==> src/rtl/pwm_timer_channel.sv <==
// pwm_timer_channel: one PWM/timer channel (prescaler, period counter, shadowed compare, sticky IRQ); ports clk/rst_n, ctrl/period/divisor/dc regs, irq_clr in; o_pwm, o_irq, o_cnt out; o_pwm_n added when PWM_COMPL_OUT_EN is defined
module pwm_timer_channel #(
  parameter int CNT_W = 16
) (
  input  logic             i_wb_clk,
  input  logic             i_wb_rst_n,
  input  logic [CNT_W-1:0] i_ctrl,
  input  logic [CNT_W-1:0] i_period,
  input  logic [CNT_W-1:0] i_divisor,
  input  logic [CNT_W-1:0] i_dc,
  input  logic             i_irq_clr,
  output logic             o_pwm,
  output logic             o_irq,
  output logic [CNT_W-1:0] o_cnt
`ifdef PWM_COMPL_OUT_EN
  ,
  output logic             o_pwm_n
`endif
);
  typedef enum logic [1:0] {IDLE, RUN, DONE} state_t;
  state_t state_q, state_d;
  logic [CNT_W-1:0] div_cnt, period_sh, div_sh, dc_sh, div_max;
  logic en, mode, oneshot, irq_en, out_inv, tick, wrap, wrap_d, load, raw;
  assign en      = i_ctrl[0];
  assign mode    = i_ctrl[1];
  assign oneshot = i_ctrl[2];
  assign irq_en  = i_ctrl[3];
  assign out_inv = i_ctrl[4];
  assign div_max = (div_sh == '0) ? CNT_W'(1) : div_sh;
  assign tick    = (state_q == RUN) && (div_cnt == div_max - CNT_W'(1));
  assign wrap    = tick && en && (period_sh != '0) && (o_cnt == period_sh - CNT_W'(1));
  assign load    = ((state_q == IDLE) && en) || wrap;
  assign raw     = (state_q == IDLE) ? 1'b0
                 : mode ? wrap_d
                 : (state_q == RUN) && (period_sh != '0) && (o_cnt < dc_sh);
  always_comb begin
    state_d = state_q;
    if (!en)
      state_d = IDLE;
    else if (state_q == IDLE)
      state_d = RUN;
    else if ((state_q == RUN) && wrap && mode && oneshot)
      state_d = DONE;
  end
  always_ff @(posedge i_wb_clk or negedge i_wb_rst_n)
    if (!i_wb_rst_n)
      state_q <= IDLE;
    else
      state_q <= state_d;
  always_ff @(posedge i_wb_clk or negedge i_wb_rst_n) begin
    if (!i_wb_rst_n) begin
      div_cnt   <= '0;
      o_cnt     <= '0;
      period_sh <= '0;
      div_sh    <= '0;
      dc_sh     <= '0;
      wrap_d    <= 1'b0;
      o_pwm     <= 1'b0;
      o_irq     <= 1'b0;
    end else begin
      wrap_d <= wrap;
      if (load) begin
        period_sh <= i_period;
        div_sh    <= i_divisor;
        dc_sh     <= i_dc;
      end
      if (((state_q == IDLE) && en) || ((state_q != IDLE) && !en)) begin
        div_cnt <= '0;
        o_cnt   <= '0;
      end else if (state_q == RUN) begin
        div_cnt <= tick ? '0 : div_cnt + CNT_W'(1);
        if (tick && (period_sh != '0))
          o_cnt <= wrap ? '0 : o_cnt + CNT_W'(1);
      end
      o_pwm <= raw ^ out_inv;
      o_irq <= (wrap && irq_en) || (o_irq && !i_irq_clr);
    end
  end
`ifdef PWM_COMPL_OUT_EN
  always_ff @(posedge i_wb_clk or negedge i_wb_rst_n)
    if (!i_wb_rst_n)
      o_pwm_n <= 1'b1;
    else
      o_pwm_n <= ~(raw ^ out_inv);
`endif
endmodule
==> config.mk <==
export PLATFORM = sky130hd
export DESIGN_NAME = pwm_timer_channel
export DESIGN_NICKNAME = d
export VERILOG_FILES = /design/src/rtl/pwm_timer_channel.sv
export SDC_FILE = /design/constraint.sdc
export NUM_CORES = 1
export LEC_CHECK = 0
export ABC_AREA = 1
export CAP_MARGIN = 20
export CORE_UTILIZATION = 40
export CTS_BUF_LIST = sky130_fd_sc_hd__clkbuf_16
export DETAILED_ROUTE_END_ITERATION = 10
export GPL_ROUTABILITY_DRIVEN = 0
export PLACE_DENSITY = 0.67
export SYNTH_ARGS = -nofsm -noshare
export SYNTH_HDL_FRONTEND = slang
export SYNTH_SLANG_ARGS = --single-unit
export TNS_END_PERCENT = 1
==> constraint.sdc <==
create_clock -name i_wb_clk -period 4 [get_ports i_wb_clk]
set_input_delay 0.8 -clock i_wb_clk [delete_from_list [all_inputs] [get_ports i_wb_clk]]
set_output_delay 0.8 -clock i_wb_clk [all_outputs]
set_load 0.05 [all_outputs]
# Word level (Yosys, flattened, before mapping)
# Cells that the tools add are included.
[word_totals]
input_bits = 67
ff_bits = 85
output_inout_bits = 18
wordCells = 58
[op_classes]
order_cmp = 1
bitwise_logic = 1
reduce_logical = 26
eq_ne = 4
n_addsub = 4
n_mux = 13
[op_table]
columns = ["operator", "n"]
rows = [
  ["16-bit two-way mux", 8],
  ["16-bit by 1-bit adder with 16-bit output, second input constant", 2],
  ["16-bit equality test", 2],
  ["16-bit by 1-bit subtractor with 16-bit output, second input constant", 2],
  ["16-bit logical NOT", 1],
  ["16-bit < comparator", 1],
  ["16-bit nonzero test", 1],
  ["1-bit logical AND", 14],
  ["2-bit two-way mux", 3],
  ["2-bit nonzero test", 3],
  ["1-bit logical OR", 3],
  ["3-bit by 1-bit inequality test with 1-bit output, second input constant", 1],
  ["2-bit by 1-bit equality test with 1-bit output, second input constant", 1],
  ["1-bit logical NOT", 2],
  ["2-bit logical NOT", 1],
  ["1-bit two-way mux", 2],
  ["2-bit AND reduction", 1],
  ["1-bit XOR", 1],
]

# Logic depth before layout (Yosys ltp)
[logic_depth]
ltp_word = 14
ltp_mapped = 24
mapped_depth_nobuf = 23

# Least setup slack after synthesis
# OpenSTA, ideal clock, no wires.
[synth_timing]
path_type = "register to register"
from = "register div_sh[9]"
to = "register div_sh[12]"
path_stages_with_launch = 19
arrival_ns = 2.643
required_ns = 3.875
setup_slack_ns = 1.232
path_cell_list = "dfrtp_1 > nor2_1 > nand2_1 > nor2_4 > nand2_4 > nand2_1 > inv_1 > ha_1 > nand2_2 > xor2_1 > or2_2 > nand2_1 > nor3_1 > nand3_1 > nor2_4 > nand3_4 > nand2_4 > buf_2 > o21ai_1"
[synth_via]
elab_chain_len = 9
[synth_lines]
columns = ["item", "line_no", "source"]
rows = [
  ["start, declared", "22", "logic [CNT_W-1:0] div_cnt, period_sh, div_sh, dc_sh, div_max;"],
  ["start signal, assigned", "64", "div_sh <= i_divisor;"],
  ["16-bit logical NOT", "29", "assign div_max = (div_sh == '0) ? CNT_W'(1) : div_sh;"],
  ["16-bit two-way mux (*)", "29", ""],
  ["16-bit by 1-bit subtractor with 16-bit output (*)", "30", "assign tick = (state_q == RUN) && (div_cnt == div_max - CNT_W'(1));"],
  ["16-bit equality test (*)", "30", ""],
  ["1-bit logical AND (*)", "30", ""],
  ["1-bit logical AND (*) (3 in series)", "31", "assign wrap = tick && en && (period_sh != '0) && (o_cnt == period_sh - CNT_W'(1));"],
  ["1-bit logical OR (*)", "32", "assign load = ((state_q == IDLE) && en) || wrap;"],
]
# Mark *: on every way between the ends. The rest lies on a longest branch, timed or not.
# A chain may end at the register's enable or synchronous reset.

# Final worst setup path
[layout_timing]
from = "register div_sh[4]"
to = "register o_cnt[10]"
[layout_via]
elab_chain_len = 12
word_cells_on_any_way = 15
classes_between = "add/sub (1); eq/ne (1); mux (5); reduce/logical (8)"
[layout_lines]
columns = ["item", "line_no", "source"]
rows = [
  ["16-bit logical NOT", "29", ""],
  ["16-bit two-way mux (*)", "29", ""],
  ["16-bit by 1-bit subtractor with 16-bit output (*)", "30", ""],
  ["16-bit equality test (*)", "30", ""],
  ["1-bit logical AND (*)", "30", ""],
  ["1-bit logical AND (3 in series)", "31", ""],
  ["16-bit two-way mux", "73", "o_cnt <= wrap ? '0 : o_cnt + CNT_W'(1);"],
  ["16-bit two-way mux", "72", "if (tick && (period_sh != '0))"],
  ["16-bit two-way mux", "70", "end else if (state_q == RUN) begin"],
  ["16-bit two-way mux", "67", "if (((state_q == IDLE) && en) || ((state_q != IDLE) && !en)) begin"],
  ["end signal, assigned", "73", ""],
  ["end, declared", "14", "output logic [CNT_W-1:0] o_cnt"],
]
# Mark *: on every way between the ends. The rest lies on a longest branch, timed or not. The select of a mux whose other input is x is not followed.

==> flow_metrics.env <==
export IMPL_clk_pin_slew_ps=60
export IMPL_min_period_ps=3340
export IMPL_grt_pass1_wl_um=23500
export IMPL_async_flop_share=1.00
export IMPL_yosys_register_bits=85
export IMPL_die_x_um=123
export IMPL_die_area_mm2=0.0151
export IMPL_std_cell_rows=43
export IMPL_finalSetupTns_ps=0
export IMPL_utilization=0.498
export IMPL_area_delta_synth_final_pct=19.8
export IMPL_n_fill_cell=1409
export IMPL_drive_gt1_frac=0.129
export IMPL_portBuffers=73
export IMPL_finalWorstSetupSlack_ps=665
export IMPL_post_route_period_util=0.834
export IMPL_peakVddDrop_mv=0.274
export IMPL_p_per_area_mw_per_mm2=381
export IMPL_firstDrtPassIters=4
export IMPL_ctsResizeCount=0
export IMPL_ios=85
export IMPL_diodes=0
export IMPL_final_setup_skew_ps=9.46
export IMPL_path_class="flip-flop to flip-flop"
export IMPL_ys_seq_area_frac=0.363
export IMPL_slowest_stage="dfrtp_1"
export IMPL_tritoncts="done"
export IMPL_first_iter_violations=236
export IMPL_crit_start="div_sh[4]$_DFFE_PN0P_"
export IMPL_tightest_slew_ps=920
export IMPL_endpoint_kind="flip-flop"
export IMPL_drc=0
export IMPL_r2r_start="div_sh[4]$_DFFE_PN0P_"
export IMPL_worstPathMaxFanout=10
export IMPL_htreeDepth=3
export IMPL_max_freq_mhz=300
export IMPL_min_path_type="flip-flop to flip-flop"
export IMPL_insertion_delay_ps=350
export IMPL_wl_um=13800
export IMPL_slew_viol_final=0
export IMPL_critPathMaxStageDelay_ps=450
export IMPL_overflow=0
export IMPL_synthDistinctLibCells=39
export IMPL_syn_inst=769
export IMPL_synth_edff_count=0
export IMPL_crit_chain="nor2_2, nand2_2, nor2_4, nand2_4, nand2_1, inv_1, ha_1, nand2_2, xor2_1, or2_2, nand2_1, nor3_1, nand3_1, nor2_4, nand2_1, nand2_1, inv_2, nand2_1, nand2_1"
export IMPL_r2r_setup_slack_ps=660
export IMPL_whs_ps=520
export IMPL_grt_use_total=0.201
export IMPL_relSlewSlack=0.387
export IMPL_worstHoldStart="dc_sh[10]$_DFFE_PN0P_"
export IMPL_layout_common_cells="nand2_1, inv_1, dfrtp_1"
export IMPL_yosys_area_top_type="dfrtp_1"
export IMPL_cts_setup_buffers=0
export IMPL_synth_nets=857
export IMPL_synth_warnings=0
export IMPL_cts_sinks=85
export IMPL_grt_pass1_vias=5050
export IMPL_finalNetCount=933
export IMPL_post_drt_wl_per_cell_um=13.4
export IMPL_yosysTopAreaCellShare=0.363
export IMPL_status="finished, final reports clean"
export IMPL_cp_arrival_ps=3570
export IMPL_antenna_found_initial=0
export IMPL_syn_area_mm2=0.00586
export IMPL_core_area_mm2=0.0141
export IMPL_ys_top_cells_by_area="dfrtp_1, nand2_1, inv_1, nand3_1, xor2_1"
export IMPL_ant_nets=0
export IMPL_vias=5100
export IMPL_worstSetupStartpointType="flip-flop"
export IMPL_cts_root_buffer="clkbuf_16"
export IMPL_dp_hpwl_um=11000
export IMPL_clock_path_buffers=2
export IMPL_die_y_um=123
export IMPL_cp_data_required_time_ps=4230
export IMPL_synth_main_ff_cell="dfrtp_1"
export IMPL_preCtsSetupSlack_ps=657
export IMPL_rsz0062_at_grt="false"
export IMPL_finalSetupViolations=0
export IMPL_maxCapViolations=0
export IMPL_crit_top_cell="nand2_1"
export IMPL_layout_commonest_cell="nand2_1"
export IMPL_holdBufCountCts=0
export IMPL_hold_violations=0
export IMPL_start_util=0.416
export IMPL_viasPerCell=4.95
export IMPL_syn_mean_instance_area_um2=7.62
export IMPL_cts_buffers=9
export IMPL_grt_max_degree=73
export IMPL_power_leakage_uw=0.00322
critical path: cells and delay by family, from the launching register on:
family / cells / cell delay [ps]
buf+inv: 2 / 230
xor+xnor: 1 / 210
fa+ha+maj: 1 / 280
simple gates: 15 / 2060
flops: 1 / 450
metal layers:
| metal | track usage | share of wire | vias to the layer above |
|---|---|---|---|
| li1 | - | - | 2643 |
| met1 | 0.234 | 0.43 | 2339 |
| met2 | 0.362 | 0.51 | 99 |
| met3 | 0.0452 | 0.040 | 19 |
| met4 | 0.0715 | 0.021 | 0 |
| met5 | 0 | 0 | - |
state kept, by name (all words and copies together), names as in the netlist:
register / flops
o_pwm: 1
o_irq: 1
div_sh: 16
o_cnt: 16
period_sh: 16
wrap_d: 1
state_q: 2
div_cnt: 16
dc_sh: 16
power breakdown:
group | leakage [uW] | switching (uW) | internal [uW]
clock | 0.000131 | 330 | 410
combinational | 0.00199 | 535 | 335
sequential | 0.00110 | 99.2 | 970
total | 0.00322 | 965 | 1710
cell usage after synthesis, types with 15 or more instances:
master and instances:
xor2_1 31, dfrtp_1 85, a21oi_1 15, o21ai_2 30, nand3_1 62, nand4_1 24, ha_1 21, inv_1 101
xnor2_1 17, nor2_1 56, nand2_1 172, nor3_1 19, o21ai_0 26, nand2_2 33
layout make-up:
type / instances / area, um^2 / share of cell area
inverters: 108 / 405 / 0.0577
clock inverters: 7 / 33.8 / 0.00481
flip-flops and latches: 85 / 2130 / 0.303
clock buffers: 9 / 225 / 0.0321
well taps: 180 / 225 / 0.0321
multi-input cells: 561 / 3190 / 0.454
repair buffers: 80 / 818 / 0.116
final timing paths:
check | cells past startpoint | to
worst max register to register | 19 | o_cnt[10]$_DFFE_PN0P_
worst min register to register | 2 | dc_sh[10]$_DFFE_PN0P_
max in group asynchronous | 2 | div_cnt[9]$_DFFE_PN0P_
worst min-delay path | 2 | dc_sh[10]$_DFFE_PN0P_
worst max-delay path | 19 | o_cnt[10]$_DFFE_PN0P_
min in group asynchronous | 1 | dc_sh[4]$_DFFE_PN0P_
through the flow:
stage / power (uW) / cells / area [um^2]
2_1_floorplan: 1720 / 769 / 5860
3_3_place_gp: 1940 / 1014 / 6770
3_5_place_dp: 1960 / 1014 / 6770
4_1_cts: 2710 / 1030 / 7030
5_1_grt: 2880 / 1030 / 7030
6_report: 2680 / 1030 / 7030
cell families (layout without fill, tap and decap cells):
family                   count (synthesis)  count (layout)  share of synthesized area
AND/OR/NAND/NOR                        393             393                      0.315
flip-flops                              85              85                      0.363
AO/OA/AOI/OAI                           98              98                      0.110
buffers and inverters                  123             204                     0.0930
XOR/XNOR                                49              49                     0.0745
adder cells (fa/ha/maj)                 21              21                     0.0448
No activity file was read; power rests on OpenSTA's default activity.
